`config.mk`:
```
export PLATFORM = sky130hd
export DESIGN_NAME = stack_ctrl
export DESIGN_NICKNAME = d
export VERILOG_FILES = /design/src/rtl/stack_ctrl.sv
export SDC_FILE = /design/constraint.sdc
export NUM_CORES = 1
export LEC_CHECK = 0
export ABC_CLOCK_PERIOD_IN_PS = 5400
export CAP_MARGIN = 20
export CORE_MARGIN = 2
export CORE_UTILIZATION = 65
export CTS_CLUSTER_SIZE = 25
export DETAILED_ROUTE_END_ITERATION = 6
export DONT_BUFFER_PORTS = 1
export GPL_TIMING_DRIVEN = 1
export PLACE_DENSITY = 0.89
export SYNTH_ARGS = -nofsm -noshare
export SYNTH_HDL_FRONTEND = slang
export SYNTH_SLANG_ARGS = --single-unit
```
`constraint.sdc`:
```
create_clock -name clk -period 5.4 [get_ports clk]
set_input_delay 0.54 -clock clk [delete_from_list [all_inputs] [get_ports clk]]
set_output_delay 0.54 -clock clk [all_outputs]
set_load 0.02 [all_outputs]
```
`src/rtl/stack_ctrl.sv`:
```
// Downward-growing hardware stack controller: serialises push/pop requests onto a
// handshaked single-port data memory and tracks the stack pointer, depth and error flags.
module stack_ctrl #(
  parameter logic [15:0] STACK_BASE = 16'h03FF,
  parameter int          DEPTH      = 64
) (
  input  logic        clk,
  input  logic        rst_b,
  input  logic        push_req,
  input  logic        pop_req,
  input  logic [15:0] push_data,
  output logic [15:0] pop_out,
  output logic        push_done,
  output logic        pop_done,
  output logic [15:0] mem_addr,
  output logic [15:0] mem_wdata,
  output logic        mem_we,
  output logic        mem_re,
  input  logic [15:0] mem_rdata,
  input  logic        mem_ack,
  output logic [15:0] sp,
  output logic [10:0] count,
  output logic        stk_ovf,
  output logic        stk_unf
);

  localparam logic [10:0] DEPTH_C = 11'(DEPTH);

  typedef enum logic [1:0] {IDLE, PUSH_WR, POP_RD, DONE} state_t;

  state_t state;
  logic   op_push;

  always_ff @(posedge clk) begin
    if (!rst_b) begin
      state     <= IDLE;
      op_push   <= 1'b0;
      sp        <= STACK_BASE;
      count     <= '0;
      pop_out   <= '0;
      stk_ovf   <= 1'b0;
      stk_unf   <= 1'b0;
      push_done <= 1'b0;
      pop_done  <= 1'b0;
      mem_we    <= 1'b0;
      mem_re    <= 1'b0;
      mem_addr  <= '0;
      mem_wdata <= '0;
    end else begin
      push_done <= 1'b0;
      pop_done  <= 1'b0;
      case (state)
        IDLE: begin
          // The done pulse lands in this state; requesters are still releasing
          // their level request during it, so nothing is accepted then.
          if (!push_done && !pop_done) begin
            if (push_req) begin
              op_push <= 1'b1;
              if (count < DEPTH_C) begin
                state     <= PUSH_WR;
                mem_we    <= 1'b1;
                mem_addr  <= sp;
                mem_wdata <= push_data;
              end else begin
                stk_ovf <= 1'b1;
                state   <= DONE;
              end
            end else if (pop_req) begin
              op_push <= 1'b0;
              if (count != 11'd0) begin
                state    <= POP_RD;
                mem_re   <= 1'b1;
                mem_addr <= sp + 16'd1;
              end else begin
                stk_unf <= 1'b1;
                state   <= DONE;
              end
            end
          end
        end
        PUSH_WR: begin
          if (mem_ack) begin
            mem_we    <= 1'b0;
            mem_addr  <= '0;
            mem_wdata <= '0;
            sp        <= sp - 16'd1;
            count     <= count + 11'd1;
            state     <= DONE;
          end
        end
        POP_RD: begin
          if (mem_ack) begin
            mem_re   <= 1'b0;
            mem_addr <= '0;
            pop_out  <= mem_rdata;
            sp       <= sp + 16'd1;
            count    <= count - 11'd1;
            state    <= DONE;
          end
        end
        DONE: begin
          push_done <= op_push;
          pop_done  <= !op_push;
          state     <= IDLE;
        end
        default: state <= IDLE;
      endcase
    end
  end

endmodule
```
==> results.json, run 1 <==
{
  "die-height_microns": 88.8,
  "rsz0062_at_grt": "no",
  "hold_viol": 0,
  "regArea_sq_um": 1680,
  "p_clk_share_pct": 21.9,
  "synth.area.mux_share_pct": 1.31,
  "avgSynthCellArea_sq_um": 8.17,
  "detail_route.wl_per_cell_microns": 16.6,
  "synthCells": 572,
  "worst_path_most_repeated_cell": "nor2_1",
  "nNetsFinal": 582,
  "yosysMostFrequentCell": "nand2_1",
  "critPathMaxFanout": 33,
  "place_congestion": 0.914,
  "rows": 30,
  "grt_pass1_wl_microns": 16900,
  "synth_ff_type": "dfxtp_1",
  "crit_chain": "inv_1 > ha_1 > nor2_1 > nor2_1 > o21ai_0 > or4_1 > a21boi_1",
  "drive_gt1_share_pct": 6.64,
  "arrival_ps": 3600,
  "leakage_nw": 1.70,
  "synth_edf_count": 0,
  "post-dp-hpwl_microns": 7240,
  "syn-cell-area_sq_um": 4670,
  "slowest_delay_ps": 870,
  "hold_slack_ps": 234,
  "multi_input_comb_area_sq_um": 2720,
  "p_int_mw": 1.32,
  "antenna_cells": 0,
  "drcViolationCount": 0,
  "max-cap-violations": 0,
  "fin_crit_ps": 3300,
  "fillCellCount": 536,
  "grtUsageTotal_pct": 27.1,
  "synth-simple-area-share_pct": 26.2,
  "cts_tree": "built",
  "ys_ff_latch": 84,
  "sw_frac_of_total_pct": 43.8,
  "power_density_nw_per_um2": 491,
  "postCtsHoldBufs": 0,
  "critPathSlowestCell": "ha_1",
  "synth_largest_area_cell": "dfxtp_1",
  "clock_latency_ps": 370,
  "synth_nets": 617,
  "cp_data_required_time_ps": 5700,
  "endpoint_kind": "flop",
  "cts.sink_count": 84,
  "clock-skew-final_ps": 8.73,
  "slew-limit-headroom_pct": 30.2,
  "power_frac_comb_pct": 35.0,
  "first_pass_iters": 5,
  "htreeDepth": 3,
  "p_switching_mw": 1.03,
  "slew_viol_final": 0,
  "viasPerCell": 6.29,
  "synthArstFlopShare_pct": 0,
  "fmax_mhz": 303,
  "start_util_pct": 68.1,
  "ys_warn_count": 0,
  "startpoint_type": "flop",
  "synth_xor_area_share_pct": 6.37,
  "finish.utilization_pct": 69.9,
  "final_cells": 638,
  "status": "finished clean",
  "synth-compound-area-share_pct": 22.2,
  "area.growth.synth_to_final_pct": 2.70,
  "io_pins": 118,
  "cts_root_buf": "clkbuf_8",
  "grt_max_degree": 82,
  "drt-initial-drc-count": 295,
  "hp-class": "input port to flop",
  "p_seq_share_pct": 43.1,
  "die_w_microns": 88.8,
  "antenna_left": 0,
  "numCtsBuffers": 9,
  "finalSetupTns_ps": 0,
  "dp.cells": 622,
  "clockBufferDepth": 2,
  "cts_setup_buffers": 0,
  "ctsResizeCount": 0,
  "path_buf_inv": 1,
  "peakVddDrop_mv": 0.267,
  "seq_area_frac_synth_pct": 36.0,
  "first_global_vias": 3634,
  "io_buffer_count": 0,
  "worst_pin_slew_ps": 1050,
  "criticalPathCategory": "flop to flop",
  "synth_area_leaders": "dfxtp_1 (36%), nand2_1 (6.9%), xnor2_1 (4.7%)",
  "synth_top_family_by_area": "simple AND/OR/NAND/NOR gates",
  "setup_viol": 0,
  "antenna_found_initial": 0,
  "critPathTopFamily": "simple AND/OR/NAND/NOR gates",
  "die-area_sq_um": 7890,
  "routed_wl_microns": 10600,
  "synthAdderAreaFrac_pct": 2.14,
  "vias": 4013,
  "grt_overflow": 0,
  "synth_top_area_share_pct": 36.0,
  "clk_pin_slew_ps": 90,
  "ys_types": 63,
  "period_share_pct": 61.0,
  "coreArea_sq_um": 6870,
  "synth_common_cells": "nand2_1 (86), dfxtp_1 (84), nand3_1 (34)"
}
-- cell families (layout without fill, tap and decap cells) --
logic type	count (synthesis)	in the layout
xor+xnor	34	34
fa+ha+maj	8	8
mux	6	6
flops	84	84
simple gates	236	236
buf+inv	57	27
compound gates	147	147
-- per-layer routing --
metal  part of all wire (%)  GRT usage, %  vias to the layer above
li1                       -             -                     1919
met2                     50          45.3                      187
met5                      0             0                        -
met4                    1.3          8.54                        0
met1                     40          32.7                     1896
met3                    9.4          9.61                       11
-- worst paths after layout --
kind | start | endpoint | slack, ps | cells past startpoint
min reg2reg | op_push | pop_done | 450 | 1
min | rst_b | sp[0] | 230 | 1
max | state[0] | count[9] | 2100 | 7
max reg2reg | state[0] | count[9] | 2100 | 7
-- flip-flops by register name, indices dropped and copies added, names as in the netlist --
signal     count
count         11
stk_ovf        1
state          2
push_done      1
sp            16
pop_done       1
mem_re         1
mem_wdata     16
pop_out       16
mem_we         1
mem_addr      16
op_push        1
stk_unf        1
-- cell type report --
type / instances / share of cell area, %
Multi-Input combinational cell: 431 / 56.7
Sequential cell: 84 / 35.0
Clock buffer: 9 / 2.58
Tap cell: 96 / 2.50
Clock inverter: 7 / 2.19
Inverter: 9 / 0.704
Timing Repair Buffer: 2 / 0.313
-- power by group through the flow --
stage / registers [mW] / logic (mW) / clock network [mW]
after floorplan: 0.952 / 0.784 / 0
after global placement: 1.02 / 0.786 / 0
after detailed placement: 1.03 / 0.822 / 0
after CTS: 1.02 / 0.827 / 0.523
after global routing: 1.04 / 0.920 / 0.554
final: 1.02 / 0.826 / 0.516
-- cells in the final DEF (no fill, tap or decap), types with 9 or more instances in the layout --
cell type  count
nand2_1       86
dfxtp_1       84
nand3_1       34
nor2_1        33
xnor2_1       25
a21oi_1       25
o21ai_0       24
a21boi_1      19
a21boi_0      19
and2_1        12
o31ai_1       10
xor2_1         9
or3_1          9
clkbuf_8       9
-- through the flow --
| stage | setup slack (ps) | power, mW | area [sq um] |
|---|---|---|---|
| after floorplan | 2380 | 1.74 | 4670 |
| after global placement | 2430 | 1.81 | 4570 |
| after detailed placement | 2220 | 1.85 | 4570 |
| after CTS | 2170 | 2.37 | 4800 |
| after global routing | 1740 | 2.51 | 4800 |
| final | 2100 | 2.36 | 4800 |
No activity file was read; power rests on OpenSTA's default activity.
==> run 2: changes to the inputs <==
==> config.mk (replaced) <==
export PLATFORM = sky130hd
export DESIGN_NAME = stack_ctrl
export DESIGN_NICKNAME = d
export VERILOG_FILES = /design/src/rtl/stack_ctrl.sv
export SDC_FILE = /design/constraint.sdc
export NUM_CORES = 1
export LEC_CHECK = 0
export ABC_CLOCK_PERIOD_IN_PS = 2900
export CAP_MARGIN = 20
export CORE_MARGIN = 2
export CORE_UTILIZATION = 58
export CTS_CLUSTER_SIZE = 25
export DETAILED_ROUTE_END_ITERATION = 6
export DONT_BUFFER_PORTS = 1
export GPL_TIMING_DRIVEN = 1
export PLACE_DENSITY = 0.84
export SYNTH_ARGS = -nofsm -noshare
export SYNTH_HDL_FRONTEND = slang
export SYNTH_SLANG_ARGS = --single-unit
==> constraint.sdc (replaced) <==
create_clock -name clk -period 2.9 [get_ports clk]
set_input_delay 0.29 -clock clk [delete_from_list [all_inputs] [get_ports clk]]
set_output_delay 0.29 -clock clk [all_outputs]
set_load 0.02 [all_outputs]
==> results.json, run 2 (same netlist as run 1, synthesis figures left out) <==
{
  "worst_pin_slew_ps": 687,
  "start_util_pct": 60.2,
  "cts.sink_count": 84,
  "endpoint_kind": "flop",
  "drive_gt1_share_pct": 8.14,
  "cts_root_buf": "clkbuf_8",
  "cp_data_required_time_ps": 3170,
  "post-dp-hpwl_microns": 7390,
  "grt_pass1_wl_microns": 17300,
  "clock_latency_ps": 350,
  "min_from": "mem_ack",
  "critPathSlowestCell": "ha_1",
  "reg2reg_depth": 8,
  "area.growth.synth_to_final_pct": 4.68,
  "final_cells": 655,
  "fillCellCount": 682,
  "first_pass_iters": 5,
  "grt_max_degree": 80,
  "die-height_microns": 93.8,
  "slew-limit-headroom_pct": 54.2,
  "hp-class": "input port to flop",
  "max-cap-violations": 0,
  "antenna_found_initial": 0,
  "crit_chain": "inv_1 > ha_1 > and3b_1 > nor4_4 > a32oi_1 > a21oi_1 > mux2i_1 > mux2i_1",
  "finalSetupTns_ps": 0,
  "drt-initial-drc-count": 274,
  "clock-skew-final_ps": 14.2,
  "viasPerCell": 6.07,
  "most-common-layout-cells": "nand2_1 (86), dfxtp_1 (84), nand3_1 (34)",
  "grt_overflow": 0,
  "hold_viol": 0,
  "setup_viol": 0,
  "clk_pin_slew_ps": 90,
  "io_buffer_count": 0,
  "critPathMaxFanout": 14,
  "drcViolationCount": 0,
  "grtUsageTotal_pct": 24.1,
  "slowest_delay_ps": 460,
  "rows": 32,
  "detail_route.wl_per_cell_microns": 16.3,
  "slew_viol_final": 0,
  "startpoint_type": "flop",
  "die-area_sq_um": 8790,
  "routed_wl_microns": 10700,
  "period_share_pct": 87.2,
  "arrival_ps": 2800,
  "status": "finished clean",
  "power_density_nw_per_um2": 909,
  "layout_commonest_cell": "nand2_1",
  "peakVddDrop_mv": 0.502,
  "min_path_cells": 1,
  "antenna_cells": 0,
  "numCtsBuffers": 9,
  "r2r-start": "state[0]",
  "path_buf_inv": 1,
  "rsz0062_at_grt": "no",
  "fmax_mhz": 396,
  "dp_slack_ps": 423,
  "htreeDepth": 3,
  "critPathTopFamily": "simple AND/OR/NAND/NOR gates",
  "fin_crit_ps": 2530,
  "r2r_end": "count[10]",
  "io_pins": 118,
  "criticalPathCategory": "flop to flop",
  "leakage_nw": 1.76,
  "dp.cells": 637,
  "first_global_vias": 3674,
  "coreArea_sq_um": 7770,
  "antenna_left": 0,
  "nNetsFinal": 593,
  "hold_end": "state[1]",
  "rrSetupSlack_ps": 370,
  "die_w_microns": 93.8,
  "worst_path_most_repeated_cell": "mux2i_1",
  "setup_ws_ps": 372,
  "vias": 3978,
  "place_congestion": 0.928,
  "hold_slack_ps": 34.1,
  "clockBufferDepth": 2,
  "cts_tree": "built"
}
run 2: cell count changes in the layout (fill, tap and decap cells not counted), sizes merged:
cell         delta
buf             +9
dlygate4sd3     +2
clkinvlp        -1
inv             +1
run 2: layout make-up:
cell class / instances / area, sq um / share of cell area, %
clock buffers: 9 / 124 / 2.53
clock inverters: 7 / 103 / 2.10
inverters: 9 / 33.8 / 0.690
multi-input cells: 431 / 2720 / 55.6
flip-flops and latches: 84 / 1680 / 34.4
well taps: 102 / 128 / 2.61
repair buffers: 13 / 103 / 2.10
run 2: layer usage:
layer  GRT usage, %  share of wire [%]
met5              0                  0
met4           10.3                1.7
met3           6.58                8.5
met2           40.2                 49
met1           29.0                 41
run 2: worst max path at each step:
stage	start	to	slack [ps]	cells after the start
floorplan	state[0]	count[10]	40	14
global placement	state[0]	count[10]	530	8
detailed placement	state[0]	count[10]	420	9
CTS	state[0]	count[10]	390	8
global route	state[0]	count[10]	130	8
finish	state[0]	count[10]	370	8
run 2: where the power goes:
| group | switching [mW] | internal, mW |
|---|---|---|
| clock | 0.449 | 0.499 |
| sequential | 0.497 | 1.37 |
| combinational | 0.987 | 0.644 |
| total | 1.93 | 2.52 |
run 2: worst reg2reg max path: cells and delay by family (launching register included):
family | cells | cell delay, ps
AND/OR/NAND/NOR | 2 | 670
adder cells (fa/ha/maj) | 1 | 460
multiplexers | 2 | 430
AO/OA/AOI/OAI | 2 | 430
flip-flops | 1 | 350
buffers and inverters | 1 | 120
run 2: what timing repair did:
action	CTS	global route
gates resized for setup	0	0
endpoints found under the hold margin	3	0
hold buffers	2	0
buffers inserted	0	0
run 2: metrics by stage:
step	instance area, sq um	power, mW	utilization [%]
after CTS	4890	4.46	63.0
after global routing	4890	4.74	63.0
after detailed placement	4650	3.51	59.8
after global placement	4650	3.43	59.8
final	4890	4.45	63.0
after floorplan	4680	3.24	-
